==> config.mk <==
export PLATFORM = sky130hd
export DESIGN_NAME = alu_nibble_seq
export DESIGN_NICKNAME = d
export VERILOG_FILES = /design/src/rtl/alu_nibble_seq.sv
export SDC_FILE = /design/constraint.sdc
export NUM_CORES = 1
export LEC_CHECK = 0
export ABC_AREA = 1
export CELL_PAD_IN_SITES_DETAIL_PLACEMENT = 1
export CELL_PAD_IN_SITES_GLOBAL_PLACEMENT = 1
export CORE_MARGIN = 10
export CORE_UTILIZATION = 38
export DETAILED_ROUTE_END_ITERATION = 10
export GPL_ROUTABILITY_DRIVEN = 0
export PLACE_DENSITY = 0.87
export REMOVE_ABC_BUFFERS = 1
export SYNTH_ARGS = -nofsm -noshare
export SYNTH_HDL_FRONTEND = slang
export SYNTH_SLANG_ARGS = --single-unit
==> constraint.sdc <==
create_clock -name i_clk -period 2.4 [get_ports i_clk]
set_clock_uncertainty 0.05 [all_clocks]
set_input_delay 0.24 -clock i_clk [delete_from_list [all_inputs] [get_ports i_clk]]
set_output_delay 0.24 -clock i_clk [all_outputs]
set_load 0.02 [all_outputs]
==> src/rtl/alu_nibble_seq.sv <==
// alu_nibble_seq: runs one wide (4*NIBBLES-bit) ALU command through an external
// 4-bit registered ALU, one nibble per two cycles, least significant nibble first.
// The carry is chained between nibbles. The result returns on a valid/ready response.
// Optional feature: define ALU_NIBBLE_SEQ_FLAGS_EN to produce {N, Z, V} in o_rsp_flags.
// Without it, o_rsp_flags is tied to zero.
module alu_nibble_seq #(
    parameter int NIBBLES = 4
) (
    input  logic                   i_clk,
    input  logic                   i_reset,
    input  logic                   i_cmd_valid,
    output logic                   o_cmd_ready,
    input  logic [2:0]             i_cmd_op,
    input  logic [4*NIBBLES-1:0]   i_cmd_a,
    input  logic [4*NIBBLES-1:0]   i_cmd_b,
    input  logic                   i_cmd_cin,
    output logic                   o_rsp_valid,
    input  logic                   i_rsp_ready,
    output logic [4*NIBBLES-1:0]   o_rsp_result,
    output logic                   o_rsp_carry,
    output logic                   o_rsp_err,
    output logic [2:0]             o_rsp_flags,
    output logic [3:0]             o_alu_in1,
    output logic [3:0]             o_alu_in2,
    output logic                   o_alu_c_in,
    output logic [24:0]            o_alu_op,
    input  logic [3:0]             i_alu_out,
    input  logic                   i_alu_c_out
);
    localparam int W = 4 * NIBBLES;
    localparam logic [2:0] LAST_IDX = 3'(NIBBLES - 1);

    localparam logic [2:0] OP_ADD = 3'b000;
    localparam logic [2:0] OP_SUB = 3'b001;
    localparam logic [2:0] OP_AND = 3'b010;
    localparam logic [2:0] OP_OR  = 3'b011;
    localparam logic [2:0] OP_XOR = 3'b100;
    localparam logic [2:0] OP_NOT = 3'b101;

    // ALU op strings are right-aligned ASCII; zero selects no ALU operation.
    localparam logic [24:0] ALU_PLUS  = 25'h00002B;
    localparam logic [24:0] ALU_AND   = 25'h000026;
    localparam logic [24:0] ALU_OR    = 25'h00007C;
    localparam logic [24:0] ALU_XOR   = 25'h00005E;
    localparam logic [24:0] ALU_TILDE = 25'h00007E;

    typedef enum logic [1:0] {IDLE, ISSUE, CAPT, RESP} state_t;

    state_t         r_state, w_state_next;
    logic [W-1:0]   r_a, r_b, r_acc, w_a_next, w_b_next, w_acc_next, w_acc_upd;
    logic [2:0]     r_op, w_op_next, r_idx, w_idx_next, w_idx_inc;
    logic           r_cmd_ready, w_cmd_ready_next;
    logic           r_rsp_valid, w_rsp_valid_next;
    logic [W-1:0]   r_rsp_result, w_rsp_result_next;
    logic           r_rsp_carry, w_rsp_carry_next;
    logic           r_rsp_err, w_rsp_err_next;
    logic [3:0]     r_alu_in1, r_alu_in2, w_alu_in1_next, w_alu_in2_next;
    logic           r_alu_c_in, w_alu_c_in_next;
    logic [24:0]    r_alu_op, w_alu_op_next;

    logic [2:0]     w_src_op;
    logic [3:0]     w_src_a, w_src_b;
    logic           w_src_carry;
    logic [3:0]     w_drv_in1, w_drv_in2;
    logic           w_drv_c_in;
    logic [24:0]    w_drv_op;
    logic           w_is_arith;

    assign w_idx_inc  = r_idx + 3'd1;
    assign w_is_arith = (r_op == OP_ADD) || (r_op == OP_SUB);

    // Select the nibble to issue next: nibble 0 straight from the command on accept, otherwise the following latched nibble.
    always_comb begin
        w_src_op    = r_op;
        w_src_a     = 4'h0;
        w_src_b     = 4'h0;
        w_src_carry = i_alu_c_out;
        if (r_state == IDLE) begin
            w_src_op    = i_cmd_op;
            w_src_a     = i_cmd_a[3:0];
            w_src_b     = i_cmd_b[3:0];
            w_src_carry = (i_cmd_op == OP_SUB) ? 1'b1 : i_cmd_cin;
        end else begin
            for (int n = 0; n < NIBBLES; n++) begin
                if (3'(n) == w_idx_inc) begin
                    w_src_a = r_a[4*n +: 4];
                    w_src_b = r_b[4*n +: 4];
                end
            end
        end
    end

    // Translate a wide op into the 4-bit ALU operation; subtraction is add of the inverted operand with carry-in.
    always_comb begin
        w_drv_in1  = w_src_a;
        w_drv_in2  = w_src_b;
        w_drv_c_in = 1'b0;
        w_drv_op   = 25'h0;
        case (w_src_op)
            OP_ADD: begin
                w_drv_op   = ALU_PLUS;
                w_drv_c_in = w_src_carry;
            end
            OP_SUB: begin
                w_drv_in2  = ~w_src_b;
                w_drv_op   = ALU_PLUS;
                w_drv_c_in = w_src_carry;
            end
            OP_AND: w_drv_op = ALU_AND;
            OP_OR:  w_drv_op = ALU_OR;
            OP_XOR: w_drv_op = ALU_XOR;
            OP_NOT: begin
                w_drv_in2 = 4'h0;
                w_drv_op  = ALU_TILDE;
            end
            default: begin
                w_drv_in1 = 4'h0;
                w_drv_in2 = 4'h0;
            end
        endcase
    end

    // Merge the ALU result into the accumulator slot of the nibble that is currently being captured.
    always_comb begin
        w_acc_upd = r_acc;
        for (int n = 0; n < NIBBLES; n++) begin
            if (3'(n) == r_idx) begin
                w_acc_upd[4*n +: 4] = i_alu_out;
            end
        end
    end

`ifdef ALU_NIBBLE_SEQ_FLAGS_EN
    logic [2:0] r_rsp_flags, w_rsp_flags_next, w_flags_final;
    logic       w_b_eff_msb, w_overflow;

    // Derive {N, Z, V} from the completed result and the effective operand signs.
    always_comb begin
        w_b_eff_msb   = (r_op == OP_SUB) ? ~r_b[W-1] : r_b[W-1];
        w_overflow    = w_is_arith && (r_a[W-1] == w_b_eff_msb) && (w_acc_upd[W-1] != r_a[W-1]);
        w_flags_final = {w_acc_upd[W-1], (w_acc_upd == '0), w_overflow};
    end

    assign o_rsp_flags = r_rsp_flags;
`else
    assign o_rsp_flags = 3'b000;
`endif

    // Next-state and next-output logic; every register holds unless its state says otherwise.
    always_comb begin
        w_state_next      = r_state;
        w_a_next          = r_a;
        w_b_next          = r_b;
        w_acc_next        = r_acc;
        w_op_next         = r_op;
        w_idx_next        = r_idx;
        w_cmd_ready_next  = r_cmd_ready;
        w_rsp_valid_next  = r_rsp_valid;
        w_rsp_result_next = r_rsp_result;
        w_rsp_carry_next  = r_rsp_carry;
        w_rsp_err_next    = r_rsp_err;
        w_alu_in1_next    = r_alu_in1;
        w_alu_in2_next    = r_alu_in2;
        w_alu_c_in_next   = r_alu_c_in;
        w_alu_op_next     = r_alu_op;
`ifdef ALU_NIBBLE_SEQ_FLAGS_EN
        w_rsp_flags_next  = r_rsp_flags;
`endif
        case (r_state)
            IDLE: begin
                if (i_cmd_valid && r_cmd_ready) begin
                    w_cmd_ready_next = 1'b0;
                    if (i_cmd_op[2] && i_cmd_op[1]) begin
                        w_state_next      = RESP;
                        w_rsp_valid_next  = 1'b1;
                        w_rsp_err_next    = 1'b1;
                        w_rsp_result_next = '0;
                        w_rsp_carry_next  = 1'b0;
`ifdef ALU_NIBBLE_SEQ_FLAGS_EN
                        w_rsp_flags_next  = 3'b010;
`endif
                    end else begin
                        w_state_next    = ISSUE;
                        w_a_next        = i_cmd_a;
                        w_b_next        = i_cmd_b;
                        w_op_next       = i_cmd_op;
                        w_idx_next      = 3'd0;
                        w_alu_in1_next  = w_drv_in1;
                        w_alu_in2_next  = w_drv_in2;
                        w_alu_c_in_next = w_drv_c_in;
                        w_alu_op_next   = w_drv_op;
                    end
                end
            end
            ISSUE: begin
                w_state_next = CAPT;
            end
            CAPT: begin
                w_acc_next = w_acc_upd;
                if (r_idx != LAST_IDX) begin
                    w_state_next    = ISSUE;
                    w_idx_next      = w_idx_inc;
                    w_alu_in1_next  = w_drv_in1;
                    w_alu_in2_next  = w_drv_in2;
                    w_alu_c_in_next = w_drv_c_in;
                    w_alu_op_next   = w_drv_op;
                end else begin
                    w_state_next      = RESP;
                    w_rsp_valid_next  = 1'b1;
                    w_rsp_result_next = w_acc_upd;
                    w_rsp_carry_next  = w_is_arith && i_alu_c_out;
                    w_rsp_err_next    = 1'b0;
`ifdef ALU_NIBBLE_SEQ_FLAGS_EN
                    w_rsp_flags_next  = w_flags_final;
`endif
                end
            end
            RESP: begin
                if (i_rsp_ready) begin
                    w_state_next     = IDLE;
                    w_rsp_valid_next = 1'b0;
                    w_cmd_ready_next = 1'b1;
                    w_alu_op_next    = 25'h0;
                end
            end
            default: w_state_next = IDLE;
        endcase
    end

    // State and registered outputs; reset abandons any command in flight.
    always_ff @(posedge i_clk or negedge i_reset) begin
        if (!i_reset) begin
            r_state      <= IDLE;
            r_a          <= '0;
            r_b          <= '0;
            r_acc        <= '0;
            r_op         <= 3'd0;
            r_idx        <= 3'd0;
            r_cmd_ready  <= 1'b1;
            r_rsp_valid  <= 1'b0;
            r_rsp_result <= '0;
            r_rsp_carry  <= 1'b0;
            r_rsp_err    <= 1'b0;
            r_alu_in1    <= 4'h0;
            r_alu_in2    <= 4'h0;
            r_alu_c_in   <= 1'b0;
            r_alu_op     <= 25'h0;
`ifdef ALU_NIBBLE_SEQ_FLAGS_EN
            r_rsp_flags  <= 3'b000;
`endif
        end else begin
            r_state      <= w_state_next;
            r_a          <= w_a_next;
            r_b          <= w_b_next;
            r_acc        <= w_acc_next;
            r_op         <= w_op_next;
            r_idx        <= w_idx_next;
            r_cmd_ready  <= w_cmd_ready_next;
            r_rsp_valid  <= w_rsp_valid_next;
            r_rsp_result <= w_rsp_result_next;
            r_rsp_carry  <= w_rsp_carry_next;
            r_rsp_err    <= w_rsp_err_next;
            r_alu_in1    <= w_alu_in1_next;
            r_alu_in2    <= w_alu_in2_next;
            r_alu_c_in   <= w_alu_c_in_next;
            r_alu_op     <= w_alu_op_next;
`ifdef ALU_NIBBLE_SEQ_FLAGS_EN
            r_rsp_flags  <= w_rsp_flags_next;
`endif
        end
    end

    assign o_cmd_ready  = r_cmd_ready;
    assign o_rsp_valid  = r_rsp_valid;
    assign o_rsp_result = r_rsp_result;
    assign o_rsp_carry  = r_rsp_carry;
    assign o_rsp_err    = r_rsp_err;
    assign o_alu_in1    = r_alu_in1;
    assign o_alu_in2    = r_alu_in2;
    assign o_alu_c_in   = r_alu_c_in;
    assign o_alu_op     = r_alu_op;

endmodule

Word level (Yosys, flattened, before mapping) --
Cells that the tools add are included.
Storage, ports and cells: register bits 110, output and inout bits 57, word-level logic and storage cells 128
Operators by class: add/sub/neg operators 1, equality and inequality tests 23, mux-type cells 65, bitwise operators 2, reductions and logical operators 22
Operators by type and width (count):
- $mux 25 | 4
- $mux 4 | 21
- $pmux 25 s3 | 1
- $mux 16 | 3
- $pmux 7 s5 | 1
- $pmux 16 s2 | 1
- $pmux 4 s2 | 3
- $mux 1 | 16
- $eq 2x3->1 const A | 4
- $logic_not 3->1 | 4
- $mux 3 | 4
- $reduce_and 5->1 | 2
- $eq 3x1->1 const B | 3
- $mux 2 | 4
- $ne 2x2->1 const B | 4
- $pmux 1 s2 | 4
- $pmux 2 s4 | 1
- $reduce_and 4->1 | 2
- $eq 1x3->1 const A | 2
- $eq 3x2->1 const B | 2
- $eq 3x3->1 const B | 2
- $pmux 3 s2 | 1
- $reduce_and 3->1 | 2
- $reduce_or 6->1 | 1
- 16 further kinds | 21

Logic depth before layout (Yosys ltp) --
Gate-level depths: netlist (run 1).
depth in word-level cells 12, depth in mapped cells 13, mapped depth without buffers 12

Worst setup path before layout (run 1) --
Ideal clock, no wire load.
path kind flip-flop to flip-flop, start point reg r_idx[0], end point reg r_alu_in2[0] (netlist: o_alu_in2[0]), setup time 117 ps, arrival time 1635 ps, slack 598 ps, stages on the path, launching flop included 12, path buffers 1, clock period less this slack 1802 ps, path through dfrtp_1 ha_1 ha_1 nand2_1 inv_1 buf_4 nor2_1 nand2_1 nand2_1 nand3_1 nand3_1 nand2_1
On the way: cells in the longest elaborated chain, start to end 12
RTL lines:
- from (decl) | line 51 | logic [2:0] r_op, w_op_next, r_idx, w_idx_next, w_idx_inc;
- from (signal assigned) | line 257 | r_idx <= w_idx_next;
- $add 3x1->3 | line 69 | assign w_idx_inc = r_idx + 3'd1;
- $logic_not 3->1 | line 85 | if (3'(n) == w_idx_inc) begin
- $mux 4 (4 in series) | line 85
- $mux 4 | line 78 | if (r_state == IDLE) begin
- $not 4->4 | line 105 | w_drv_in2 = ~w_src_b;
- $pmux 4 s2 | line 99 | case (w_src_op)
- $mux 4 | line 173 | if (i_cmd_op[2] && i_cmd_op[1]) begin
- $mux 4 | line 171 | if (i_cmd_valid && r_cmd_ready) begin
- $pmux 4 s2 | line 169 | case (r_state)
- to (signal assigned) | line 264 | r_alu_in2 <= w_alu_in2_next;
- to (decl) | line 57 | logic [3:0] r_alu_in1, r_alu_in2, w_alu_in1_next, w_alu_in2_next;
Several ways; a longest one is shown, not always the timed one. The select of a mux whose other input is x is not followed. A chain may end at the register's enable or synchronous reset.

Final worst setup path (run 1) --
start point reg r_idx[0], end point reg r_alu_in2[1] (netlist: o_alu_in2[1])
The elaborated chain is that of the path after synthesis.

==> metrics.txt, run 1 <==
run status=completed; fmax=468 MHz; RSZ-0062 raised after global routing=no; # IOs=102; drt pass-1 iters=4; YS warnings=0; CP delay by family, top=simple AND/OR/NAND/NOR gates; largest net degree at the start of global routing=57; CP Capture Type=flip-flop; CP most frequent cell=nand2_1; Reg2Reg Launch Point=r_idx[0]$_DFFE_PN0P_; ys flop type=dfrtp_1; CP peak stage delay=0.43 ns; final wirelength=13300 µm; H-tree depth=3; critical path cell sequence=ha_1, ha_4, nand2_1, inv_2, nand2_1, nand2_1, inv_1, nand2_1, nand3_1, nand3_1, nand2_1; post-route non-filler standard cell count=787; Worst Hold Class=reg2reg; Tcrit/Tclk final=89.0%; clock latency on the worst-skew pair=0.35 ns; post-DR vias/cell=4.86; buffers plus inverters on the worst setup path=2; pwr dens=between 1000 and 1500 mW/mm²; Placed Cells incl. Taps=770; startpoint class of the critical path=flip-flop; Die Span X=131 µm; LEAKAGE=0.00283 µW; Starting Density=38.9%; Critical Path RT=2.59 ns; Finish-stage setup viols=0; Critical Path End=o_alu_in2[1]$_DFFE_PN0P_; cells after synthesis=538; CTS Sinks=91; worst reg2reg endpoint=o_alu_in2[1]$_DFFE_PN0P_; met2 Use GR=28.1%; CP Class=reg2reg; Reg clk slew, reported paths=0.07 ns; ranking of synthesized cells by area=dfrtp_1 (48%), nand2_1 (11%), o21ai_0 (5.3%), inv_1 (4.3%), buf_4 (4.0%); GR Util met1=17.2%; Post-synth EDFFs=0; final net count=669; met3 Resource Use GR=under 10%; Fin. Hold Viols=0; CTS buffer count=9; vias after detailed routing=3827; I/O Buffers=80; Rows=40; vias in the first global route=4487; FF-to-FF path depth=11; Die Span Y=131 µm; Crit. Startpoint=r_idx[0]$_DFFE_PN0P_; min Tclk post-route=approximately 2.1 ns; Routed WL per cell=16.8 µm; reg2reg setup slack=0.26 ns; Hold Worst Slack=~0.42 ns; crit path DAT=2.33 ns; Initial DRC Count=about 200; core area=0.0121 mm²; setup TNS=0 ns; top cell type's share of synthesized area=approximately half; mean post-synth cell area=8.72 µm²; CP max stage cell=dfrtp_1; Crit Path Max Fanout=12; overall die area=0.0172 mm²; most common cell in the netlist=nand2_1; antenna cells=0; CTS tree=yes; initial antenna violation count=0; FF+latch count, synth=approximately 90; ANT nets after route=0; Max VDD drop=0.650 mV; Least-Margin Pin Slew=0.773 ns; total global routing overflow=0; first-pass GRT wire length=22300 µm; GRT Max-Usage Layer=met2; WP depth=11; Max Cap Violations=0; GRT Util Overall=between 10% and 20%; share of layout cells above drive strength 1=14.5%; post-DP HPWL=9960 µm; # DRC=0; Area growth syn-to-layout=25.3%; relative slew slack=48.5%; synth unique cells=30; fin. max-slew vios=0; sequential area share after synthesis=between 40 and 50%; top post-synthesis cells by count=nand2_1 (134), dfrtp_1 (90), inv_1 (54); Root Buffer=clkbuf_16; cell taking the most area after synthesis=dfrtp_1; post-CTS setup buffer count=0; area of the mapped netlist=0.00469 mm²; Max clock buf depth=2; ys async rst share=100%
final cells by class:
class                      count  area (µm²)
fill                        1431        6190
sequential                    91        2280
multi-input combinational    364        1960
timing repair buffer          87         878
inverter                      61         234
clock buffer                   9         225
tap                          168         210
clock inverter                 7        91.3
metrics by stage:
stage               setup WS, ns  util [%]  total power (µW)  area (µm²)
global route              0.0355      48.7              8660        5880
detailed placement         0.165      45.9              6460        5530
finish                     0.264      48.7              8010        5880
CTS                        0.109      48.6              8100        5860
global placement           0.259      45.9              6210        5530
floorplan                 0.0834         -              4990        4460
where the power goes:
part / switching (µW) / total [µW] / leakage [µW] / internal [µW]
combinational: 2490 / 3920 / 0.00153 / 1430
sequential: 352 / 2550 / 0.00115 / 2190
clock: 632 / 1540 / 0.000156 / 911
total: 3470 / 8010 / 0.00283 / 4540
state kept, by name (all words and copies together), names as in the netlist, 3 cells and up:
register,count
o_rsp_result,16
r_a,16
r_acc,16
r_b,16
o_alu_op,6
o_alu_in1,4
o_alu_in2,4
r_idx,3
r_op,3
worst min path at each step:
stage                                 start                      endpoint  slack (ns)  cells after the start
2_1_floorplan                       i_reset        o_alu_c_in$_DFFE_PN0P_       -0.11                      0
3_3_place_gp                        i_reset  o_rsp_result[11]$_DFFE_PN0P_        0.28                      1
3_5_place_dp                        i_reset  o_rsp_result[10]$_DFFE_PN0P_        0.31                      1
4_1_cts                         i_cmd_b[15]           r_b[15]$_DFFE_PN0P_        0.42                      3
5_1_grt                         i_cmd_b[15]           r_b[15]$_DFFE_PN0P_        0.43                      3
6_report       o_rsp_result[13]$_DFFE_PN0P_  o_rsp_result[13]$_DFFE_PN0P_        0.42                      2
kinds of logic (layout without fill, tap and decap cells):
group	after synthesis	after routing	synth area share (%)
muxes	17	17	4.08
DFF	91	91	48.6
and+or+nand+nor	212	212	19.8
adders and majority gates	10	10	2.67
buffers and inverters	103	164	11.6
AOI/OAI and AO/OA	104	104	13.2
other	1	21	0.0799
metal layers:
metal	wire length, µm	vias to the layer above
met4	242	0
li1	-	1834
met1	5570	1878
met5	0	-
met2	6790	96
met3	658	19
cells in the final DEF (no fill, tap or decap), drive strengths merged, types with 7 or more instances in the layout:
master / synthesis / layout
clkdlybuf4s50: 0 / 79
inv: 61 / 62
nor2: 26 / 26
nand3: 32 / 32
mux2: 17 / 17
nand2: 148 / 148
o21ai: 74 / 74
ha: 10 / 10
conb: 1 / 21
clkbuf: 5 / 9
a21oi: 25 / 25
dfrtp: 90 / 90
buf: 37 / 7
worst reg2reg max path, delay by kind of cell, from the launching register on:
kind	cells	cell delay, ns
fa+ha+maj	2	0.60
flops	1	0.43
buf+inv	2	0.25
simple gates	7	0.68
timing repair:
item | 4_1_cts | 5_1_grt
hold buffers | 1 | 0
endpoints found under the setup margin | 0 | 4
gates resized for setup | 0 | 3
hold endpoints to repair | 54 | 0
(Power assumes the default switching activity.)
==> run 2: changes to the inputs <==
--- a/config.mk
+++ b/config.mk
@@ -6,10 +6,9 @@
 export NUM_CORES = 1
 export LEC_CHECK = 0
 export ABC_AREA = 1
-export CELL_PAD_IN_SITES_DETAIL_PLACEMENT = 1
-export CELL_PAD_IN_SITES_GLOBAL_PLACEMENT = 1
+export ABC_CLOCK_PERIOD_IN_PS = 2400
 export CORE_MARGIN = 10
-export CORE_UTILIZATION = 38
+export CORE_UTILIZATION = 51
 export DETAILED_ROUTE_END_ITERATION = 10
 export GPL_ROUTABILITY_DRIVEN = 0
 export PLACE_DENSITY = 0.87
==> run 2 against run 1 <==
Compared with the run above: combinational power decreased by 4%; register-to-register slack got worse by 0.08 ns; first-iteration DRC count increased by 43%; maximum frequency decreased by 3.6%; non-clock buffer count decreased by 1; cell count decreased by 7.8%; hold slack got worse by 0.025 ns; critical path depth unchanged; setup slack got worse by 0.079 ns; wire length decreased by 16%; sequential cell count unchanged; clock-buffer cell count increased by 2; critical path type unchanged; highest routed layer unchanged.
==> metrics.txt, run 2 (synthesis gave the netlist of run 1 again) <==
fmax=452 MHz (was 468 MHz); I/O Buffers=80 (unchanged); Register Area=0.00228 mm² (unchanged); total global routing overflow=0 (unchanged); clock latency on the worst-skew pair=0.36 ns (was 0.35 ns); CP Class=reg2reg (unchanged); LEAKAGE=0.00276 µW (was 0.00283 µW); startpoint class of the critical path=flip-flop (unchanged); antenna cells=0 (unchanged); dpl ws=0.270 ns (was 0.165 ns); Die Span X=116 µm (was 131 µm); setup TNS=0 ns (unchanged); overall die area=0.0134 mm² (was 0.0172 mm²); first-pass GRT wire length=18400 µm (was 22300 µm); Finish-stage setup viols=0 (unchanged); CTS Hold Bufs=1 (unchanged); final wirelength=11100 µm (was 13300 µm); commonest non-fill, non-tap cell in the layout=nand2_1 (unchanged); relative slew slack=45.3% (was 48.5%); reg2reg setup slack=0.19 ns (was 0.26 ns); # DRC=0 (unchanged); GRT Util Overall=16.8% (was 15.6%); initial antenna violation count=0 (unchanged); crit path DAT=2.42 ns (was 2.33 ns); post-DR vias/cell=5.17 (was 4.86); ANT nets after route=0 (unchanged); vias in the first global route=3907 (was 4487); pwr dens=1300 mW/mm² (was 1360 mW/mm²); CTS tree=yes (unchanged); Reg clk slew, reported paths=0.09 ns (was 0.07 ns); Root Buffer=clkbuf_8 (was clkbuf_16); Max VDD drop=0.651 mV (was 0.650 mV); commonest non-fill, non-tap cells in the layout=nand2_1 (134), dfrtp_1 (90), clkdlybuf4s50_1 (79) (was nand2_1 (133), dfrtp_1 (90), clkdlybuf4s50_1 (79)); CTS Sinks=91 (unchanged); core area=0.00885 mm² (was 0.0121 mm²); vias after detailed routing=3751 (was 3827); Max Cap Violations=0 (unchanged); Initial DRC Count=288 (was 201); final core occ=63.8% (was 48.7%); post-route non-filler standard cell count=726 (was 787); fillers=730 (was 1431); final net count=668 (was 669); Crit Path Max Fanout=16 (was 12); Starting Density=53.0% (was 38.9%); cts repair resizes=0 (unchanged); run status=completed (unchanged); Area growth syn-to-layout=20.3% (was 25.3%); post-CTS setup buffer count=0 (unchanged); multi-input logic area=0.00194 mm² (was 0.00196 mm²); Rows=34 (was 40); Worst Hold Class=in2reg (was reg2reg); Routed WL per cell=15.3 µm (was 16.8 µm); H-tree depth=3 (unchanged); Fin. Hold Viols=0 (unchanged); fin. max-slew vios=0 (unchanged); drt pass-1 iters=4 (unchanged); largest net degree at the start of global routing=65 (was 57); Tcrit/Tclk final=92.3% (was 89.0%); CP Capture Type=flip-flop (unchanged); min Tclk post-route=2.21 ns (was 2.14 ns); Max clock buf depth=2 (unchanged); Critical Path RT=2.60 ns (was 2.59 ns); RSZ-0062 raised after global routing=no (unchanged); Least-Margin Pin Slew=0.821 ns (was 0.773 ns); post-DP HPWL=8290 µm (was 9960 µm); CTS buffer count=9 (unchanged); # IOs=102 (unchanged); Die Span Y=116 µm (was 131 µm); Placed Cells incl. Taps=709 (was 770); fin worst setup slack=0.185 ns (was 0.264 ns); share of layout cells above drive strength 1=13.9% (was 14.5%)
run 2: path summary, 6_finish.rpt:
check / end / cells after the start / start
worst min register to register: o_alu_op[2]$_DFFE_PN0P_ / 2 / o_alu_op[2]$_DFFE_PN0P_
worst min-delay path: r_b[7]$_DFFE_PN0P_ / 3 / i_cmd_b[7]
worst max-delay path: o_alu_in2[3]$_DFFE_PN0P_ / 11 / r_idx[0]$_DFFE_PN0P_
worst max register to register: o_alu_in2[3]$_DFFE_PN0P_ / 11 / r_idx[0]$_DFFE_PN0P_
max in group asynchronous: o_alu_in1[1]$_DFFE_PN0P_ / 3 / i_reset
min in group asynchronous: r_acc[1]$_DFFE_PN0N_ / 2 / i_reset
run 2: per-layer routing:
| layer | routed length [µm] | up-vias | track usage (%) |
|---|---|---|---|
| li1 | - | 1826 | - |
| met1 | 4730 | 1784 | 19.7 |
| met2 | 5400 | 126 | 29.5 |
| met3 | 800 | 15 | 4.81 |
| met4 | 145 | 0 | 4.75 |
| met5 | 0 | - | 0 |
run 2: per-stage QoR:
stage	total power, µW	instance area [µm²]	hold slack, ns
after floorplan	4990	4460	-0.106
after global placement	6120	5440	0.312
after detailed placement	6300	5440	0.334
after CTS	7360	5640	0.391
after global routing	7910	5640	0.398
final	7320	5640	0.397
run 2: power by group:
group / total (µW) / switching [µW] / leakage, µW / internal [µW]
sequential: 2530 / 342 / 0.00115 / 2190
clock: 1010 / 563 / 0.0000945 / 448
combinational: 3780 / 2370 / 0.00152 / 1410
run 2: cell type report:
cell class	instances	area share (%)
Clock buffer	11	2.68
Clock inverter	5	0.776
Inverter	61	4.15
Multi-Input combinational cell	364	34.4
Sequential cell	91	40.4
Tap cell	108	2.39
Timing Repair Buffer	86	15.2
run 2: critical path, stage by stage (launching register included):
cell and delay [ns]:
dfrtp_1 0.44, ha_1 0.25, ha_1 0.33, nand2_1 0.31, nor2_1 0.20, nor2_1 0.06, nand2_1 0.09, nand2_1 0.09
nand2_1 0.07, nand2_1 0.06, nand3_1 0.07, nand2_1 0.06
==> run 3: changes to the inputs <==
--- a/config.mk
+++ b/config.mk
@@ -7,6 +7,7 @@
 export LEC_CHECK = 0
 export ABC_AREA = 1
 export ABC_CLOCK_PERIOD_IN_PS = 2400
+export CAP_MARGIN = 40
 export CORE_MARGIN = 10
 export CORE_UTILIZATION = 51
 export DETAILED_ROUTE_END_ITERATION = 10
==> results of run 3 <==
The final DEF is identical to that of run 2; final timing and power are the same.
==> patch 1 (config.mk and constraints of run 1) <==
Build with the macro `ALU_NIBBLE_SEQ_FLAGS_EN` defined.
--- a/src/rtl/alu_nibble_seq.sv
+++ b/src/rtl/alu_nibble_seq.sv
@@ -5,2 +5,4 @@
 // Without it, o_rsp_flags is tied to zero.
+`define ALU_NIBBLE_SEQ_FLAGS_EN
+
 module alu_nibble_seq #(
Formal check against the unedited RTL: not equivalent (a bounded check fails within 4 cycles, from zero or initial values and one cycle with i_reset low).
==> patch 1 against run 1 <==
Combinational power rose by 11%. Sequential cell count increased by 2. Worst setup slack gained 44 ps. First-iteration DRC count increased by 9.0%. Final cell count is 8.1% higher. Area after synthesis grew 3.5%. Routed wire length up 4.2%. Cell area rose by 3.0%. Synthesized cell count up 11%. Non-clock buffer count increased by 3. Power up 4.4%. Count of clock-buffer cells in the layout is 4 higher. Sequential power increased by 4%.
==> patch 1: results (changes against run 1) <==
Synthesis
  • Top cell type's share of synthesized area: 0.474 (-0.00578)
  • Post-synthesis compound-gate area fraction: 0.0946 (-0.0374)
  • Netlist cell types: 38 (+27%)
  • Ys Warns: 0 (unchanged)
  • Synth async-reset ratio: 1.00 (unchanged)
  • Synth Area in Adders: 0.0309 (+0.00426)
  • Register area share after synthesis: 0.480 (-0.00597)
  • Most frequent cells after synthesis: nand2_1 (198), dfrtp_1 (92), inv_1 (48), nor2_1 (42), nand3_1 (32)
  • Multiplexer share of the synthesized area: 0.0371 (-0.00369)
  • Post-Syn Instances: 596 (+11%)
  • Synth Area in XOR/XNOR: 0.00180 (+0.00180)
  • Synth top area cells: dfrtp_1 (47%), nand2_1 (15%), buf_4 (4.2%)

Layout
  • Layout cell share with drive strength beyond 1: 0.0898 (-0.0556)
  • Nets: 731 (+9.3%)
  • Post-Layout Cell Count: 851 (+8.1%)
  • Antenna cells: 0 (unchanged)
  • Filler instances: 1549 (+8.2%)
  • Finished Cell Area: 6050 um2 (+3.0%)

Routing
  • Total number of vias: 4148 (+8.4%)
  • Initial DRC count: 219 (+9.0%)
  • DR WL/cell: 16.2 um (-3.6%)
  • Antenna Nets Post-Route: 0 (unchanged)

Power
  • Sequential power: 2650 uW (+4%)
  • Sw Pwr: 3790 uW (+9.1%)
  • Peak VDD IR: 0.000409 V (-37%)
  • Internal power: 4580 uW (+0.88%)
  • Leak Pwr: 0.00300 uW (+5.9%)
  • Combinational cell power: 4360 uW (+11%)

Critical path
  • RR Endpoint: o_rsp_result[1]$_DFFE_PN0P_
  • Reg-to-Reg Start: r_state[0]$_DFFE_PN0P_
  • Crit-path max FO: 33 (+21)
  • FF-to-FF setup slack: 310 ps (+40 ps)
  • Worst R2R Path Depth: 9 (-2)

Global route
  • Met1 Use GR: 0.188 (+0.0162)
  • Largest net degree at the start of global routing: 54 (-5.3%)
  • Vias in the first global route: 4709 (+4.9%)
  • First-pass GRT wire length: 23400 um (+5.0%)
  • Routing usage on met2: 0.273 (-0.00877)
  • GR Util met3: 0.0428 (+0.00466)
  • GRT Total Usage: 0.160 (+0.00473)
  • Initial antenna violation count: 0 (unchanged)

Outcome
  • Status: complete, no violations

Place
  • Post-place setup slack: 93.0 ps (-71.8 ps)
  • DP Cell Count: 834 (+8.3%)
  • HPWL Detailed: 10500 um (+5.0%)
  • Cell Area, Placed: 5750 um2 (+3.9%)
  • Port buffer count: 83 (+3.8%)

Min path
  • Hold Crit Class: input port to asynchronous set/reset pin

Clocking
  • Root buf cell: clkbuf_16

STA
  • Worst-margin pin slew: 638 ps (-135 ps)
  • Worst Hold Slack: 395 ps (-26.3 ps)

Job
  • # Max-Cap Violations: 0 (unchanged)
[patch 1: cell count changes in the layout (fill, tap and decap cells not counted), sizes merged, moves of 3 or more]
cell           before  now
o21bai              0    3
nor2               26   45
clkdlybuf4s50      79   82
inv                62   57
clkbuf              9   13
conb               21   18
nand2             148  209
a21oi              25   15
o21ai              74   55
[patch 1: worst max path at each step]
stage	start	endpoint	slack (ps)	cells past startpoint
6_report	r_state[0]$_DFFE_PN0P_	o_rsp_result[1]$_DFFE_PN0P_	310	9
3_5_place_dp	r_idx[0]$_DFFE_PN0P_	o_alu_in2[0]$_DFFE_PN0P_	90	11
3_3_place_gp	r_idx[0]$_DFFE_PN0P_	o_alu_in2[1]$_DFFE_PN0P_	220	11
2_1_floorplan	r_state[0]$_DFFE_PN0P_	r_a[10]$_DFFE_PN0P_	90	4
4_1_cts	r_idx[0]$_DFFE_PN0P_	o_alu_in2[2]$_DFFE_PN0P_	40	11
5_1_grt	r_state[0]$_DFFE_PN0P_	o_rsp_result[14]$_DFFE_PN0P_	50	9
[patch 1: critical path, stage by stage (launching register included)]
cell and delay [ps]:
dfrtp_1 430, inv_1 140, ha_1 220, buf_4 250
nand2_1 120, o21ai_2 110, nor2_4 70, inv_2 390
nand2_1 100, o21ai_1 110
[patch 1: per-layer routing]
| metal | part of all wire | vias up |
|---|---|---|
| met4 | 0.019 | 0 |
| li1 | - | 1999 |
| met5 | 0 | - |
| met1 | 0.43 | 2027 |
| met2 | 0.49 | 100 |
| met3 | 0.057 | 22 |
[patch 1: final cells by class]
class | count | area share
clock buffer | 13 | 0.0414
clock inverter | 3 | 0.00352
inverter | 57 | 0.0354
multi-input combinational | 423 | 0.349
sequential | 93 | 0.385
tap | 172 | 0.0356
timing repair buffer | 90 | 0.150
==> patch 2 (config.mk and constraints of run 1) <==
Without the edit above. Register the output `o_rsp_err` once more, with the module's reset; this adds one clock of latency there. The other outputs are not delayed to match.
--- a/src/rtl/alu_nibble_seq.sv
+++ b/src/rtl/alu_nibble_seq.sv
@@ -276,3 +276,9 @@
     assign o_rsp_carry  = r_rsp_carry;
-    assign o_rsp_err    = r_rsp_err;
+    always_ff @(posedge i_clk or negedge i_reset) begin
+        if (!i_reset) begin
+            o_rsp_err <= '0;
+        end else begin
+            o_rsp_err <= r_rsp_err;
+        end
+    end
     assign o_alu_in1    = r_alu_in1;
Formal check against the unedited RTL: not equivalent (Yosys sat finds a counterexample within 4 cycles, from zero or initial values and one cycle with i_reset low).
==> patch 2 against run 1 <==
Power increased by 7.1%. Cell area is 0.57% higher. Final cell count is 1.5% lower. Core utilization rose by 0.48 points. Sequential cell count rose by 1. Worst setup slack got worse by 120 ps. Non-clock buffer count grew 9. Count of clock-buffer cells in the layout did not move. Area after synthesis fell by 0.27%. Routed wire length up 0.15%. Hold slack lost 89 ps. Critical endpoint unchanged.
==> patch 2: results (changes against run 1) <==
Synthesis
  • Ys Warns: 0 (unchanged)
  • Synth top area cells: dfrtp_1 (49%), nand2_1 (11%), o21ai_0 (5.8%)
  • Netlist cell types: 31 (+3.3%)
  • Most frequent cells after synthesis: nand2_1 (137), dfrtp_1 (91), inv_1 (55), o21ai_0 (54), nand3_1 (33)
  • Post-synth EDFFs: 0 (unchanged)
  • Register area share after synthesis: 0.492 (+0.00665)
  • Mean post-synth cell area: 8.66 um2 (-0.64%)
  • Synth async-reset ratio: 1.00 (unchanged)

Place
  • Port buffer count: 80 (unchanged)
  • HPWL Detailed: 10000 um (+0.78%)
  • Cell Area, Placed: 5530 um2 (-0.11%)
  • Post-place setup slack: 190 ps (+24.7 ps)
  • DP Cell Count: 755 (-1.9%)

Layout
  • Post-Layout Cell Count: 775 (-1.5%)
  • Layout cell share with drive strength beyond 1: 0.134 (-0.0116)
  • Antenna cells: 0 (unchanged)
  • Nets: 680 (+1.6%)

Global route
  • GRT Total Usage: 0.160 (+0.00411)
  • Vias in the first global route: 4309 (-4.0%)
  • First-pass GRT wire length: 21700 um (-2.8%)
  • Gr ovfl total: 0 (unchanged)
  • Largest net degree at the start of global routing: 50 (-12%)
  • Initial antenna violation count: 0 (unchanged)

Outcome
  • Status: complete, no violations

Clocking
  • Max clock buf depth: 2 (unchanged)
  • Root buf cell: clkbuf_16
  • Clock transition at path regs: around 60 ps
  • Num CTS Buffers: 9 (unchanged)
  • # H-tree levels: 3 (unchanged)
  • Worst skew pair latency: 350 ps (about the same)

Power
  • Peak VDD IR: 0.000526 V (-19%)
  • Leak Pwr: 0.00287 uW (+1.2%)

Routing
  • Initial DRC count: 255 (+27%)
  • DR WL/cell: 17.1 um (+1.7%)
  • Vias/cell: 4.97 (+2.2%)
  • DR pass1 iterations: 4 (unchanged)

STA
  • Max-slew headroom: 0.515 (+0.0300)

Critical path
  • WP data arrival: 2440 ps (+110 ps)
  • CP max stage delay: 440 ps
  • Crit-path max FO: 10 (-2)
  • Slowest CP cell: dfrtp_1

Min path
  • Hold Crit Class: flop to flop
==> patch 2: changes by cell type in the layout (fill, tap and decap cells not counted), moves of 2 or more <==
cell,delta
mux2_2,-5
buf_4,+9
inv_4,-2
o21ai_2,-3
nand2_1,+2
mux2_1,+5
clkinv_2,-2
o21ai_0,+4
nand2_2,-3
==> patch 2: cell families (layout without fill, tap and decap cells) <==
group,Yosys count,after routing,synth area share
buf+inv,102,170,0.111
simple gates,212,212,0.195
other cells,1,21,0.000802
mux,17,17,0.0409
flops,92,92,0.492
fa+ha+maj,10,10,0.0267
compound gates,106,106,0.133
==> patch 2: timing repair <==
action                                 CTS  global route
hold buffers                             1             0
endpoints found under the hold margin   45             0
setup endpoints to repair                0             4
buffers inserted                         0             5
gates resized for setup                  0             3
==> patch 2: metrics by stage <==
stage | hold slack [ps] | util
2_1_floorplan | -106 | -
3_3_place_gp | 241 | 0.460
3_5_place_dp | 260 | 0.460
4_1_cts | 341 | 0.488
5_1_grt | 351 | 0.492
6_report | 332 | 0.492
==> patch 2: per-layer routing <==
metal	vias up	track usage	wire length [um]
met5	-	0	0
met4	0	0.0412	139
met3	11	0.0479	757
met2	73	0.290	7000
met1	1914	0.178	5390
li1	1855	-	-
==> patch 2: layout make-up <==
class | count | area, um2
fillers | 1445 | 6100
clock buffers | 9 | 225
well taps | 147 | 184
multi-input cells | 366 | 1930
inverters | 60 | 229
clock inverters | 5 | 103
flip-flops and latches | 92 | 2300
repair buffers | 96 | 931
==> patch 2: final timing paths <==
check | slack [ps] | depth (start not counted) | endpoint | startpoint
hold / removal | 330 | 0 | o_rsp_err$_DFF_PN0_ | r_rsp_err$_DFFE_PN0P_
max in group asynchronous | 1110 | 3 | r_b[3]$_DFFE_PN0P_ | i_reset
setup reg to reg | 150 | 12 | o_alu_in2[1]$_DFFE_PN0P_ | r_idx[0]$_DFFE_PN0P_
min in group asynchronous | 390 | 2 | o_rsp_result[11]$_DFFE_PN0P_ | i_reset
hold reg to reg | 330 | 0 | o_rsp_err$_DFF_PN0_ | r_rsp_err$_DFFE_PN0P_
setup / recovery | 150 | 12 | o_alu_in2[1]$_DFFE_PN0P_ | r_idx[0]$_DFFE_PN0P_
==> patch 2: power by group <==
group | internal, uW | total [uW] | switching, uW
clock network | 1000 | 1610 | 609
logic | 1610 | 4280 | 2660
registers | 2280 | 2690 | 407
==> patch 2: critical path: cells and delay by family, from the launching register on <==
| family | cells | cell delay (ps) |
|---|---|---|
| adder cells (fa/ha/maj) | 2 | 610 |
| buffers and inverters | 1 | 200 |
| flip-flops | 1 | 440 |
| AND/OR/NAND/NOR | 9 | 850 |
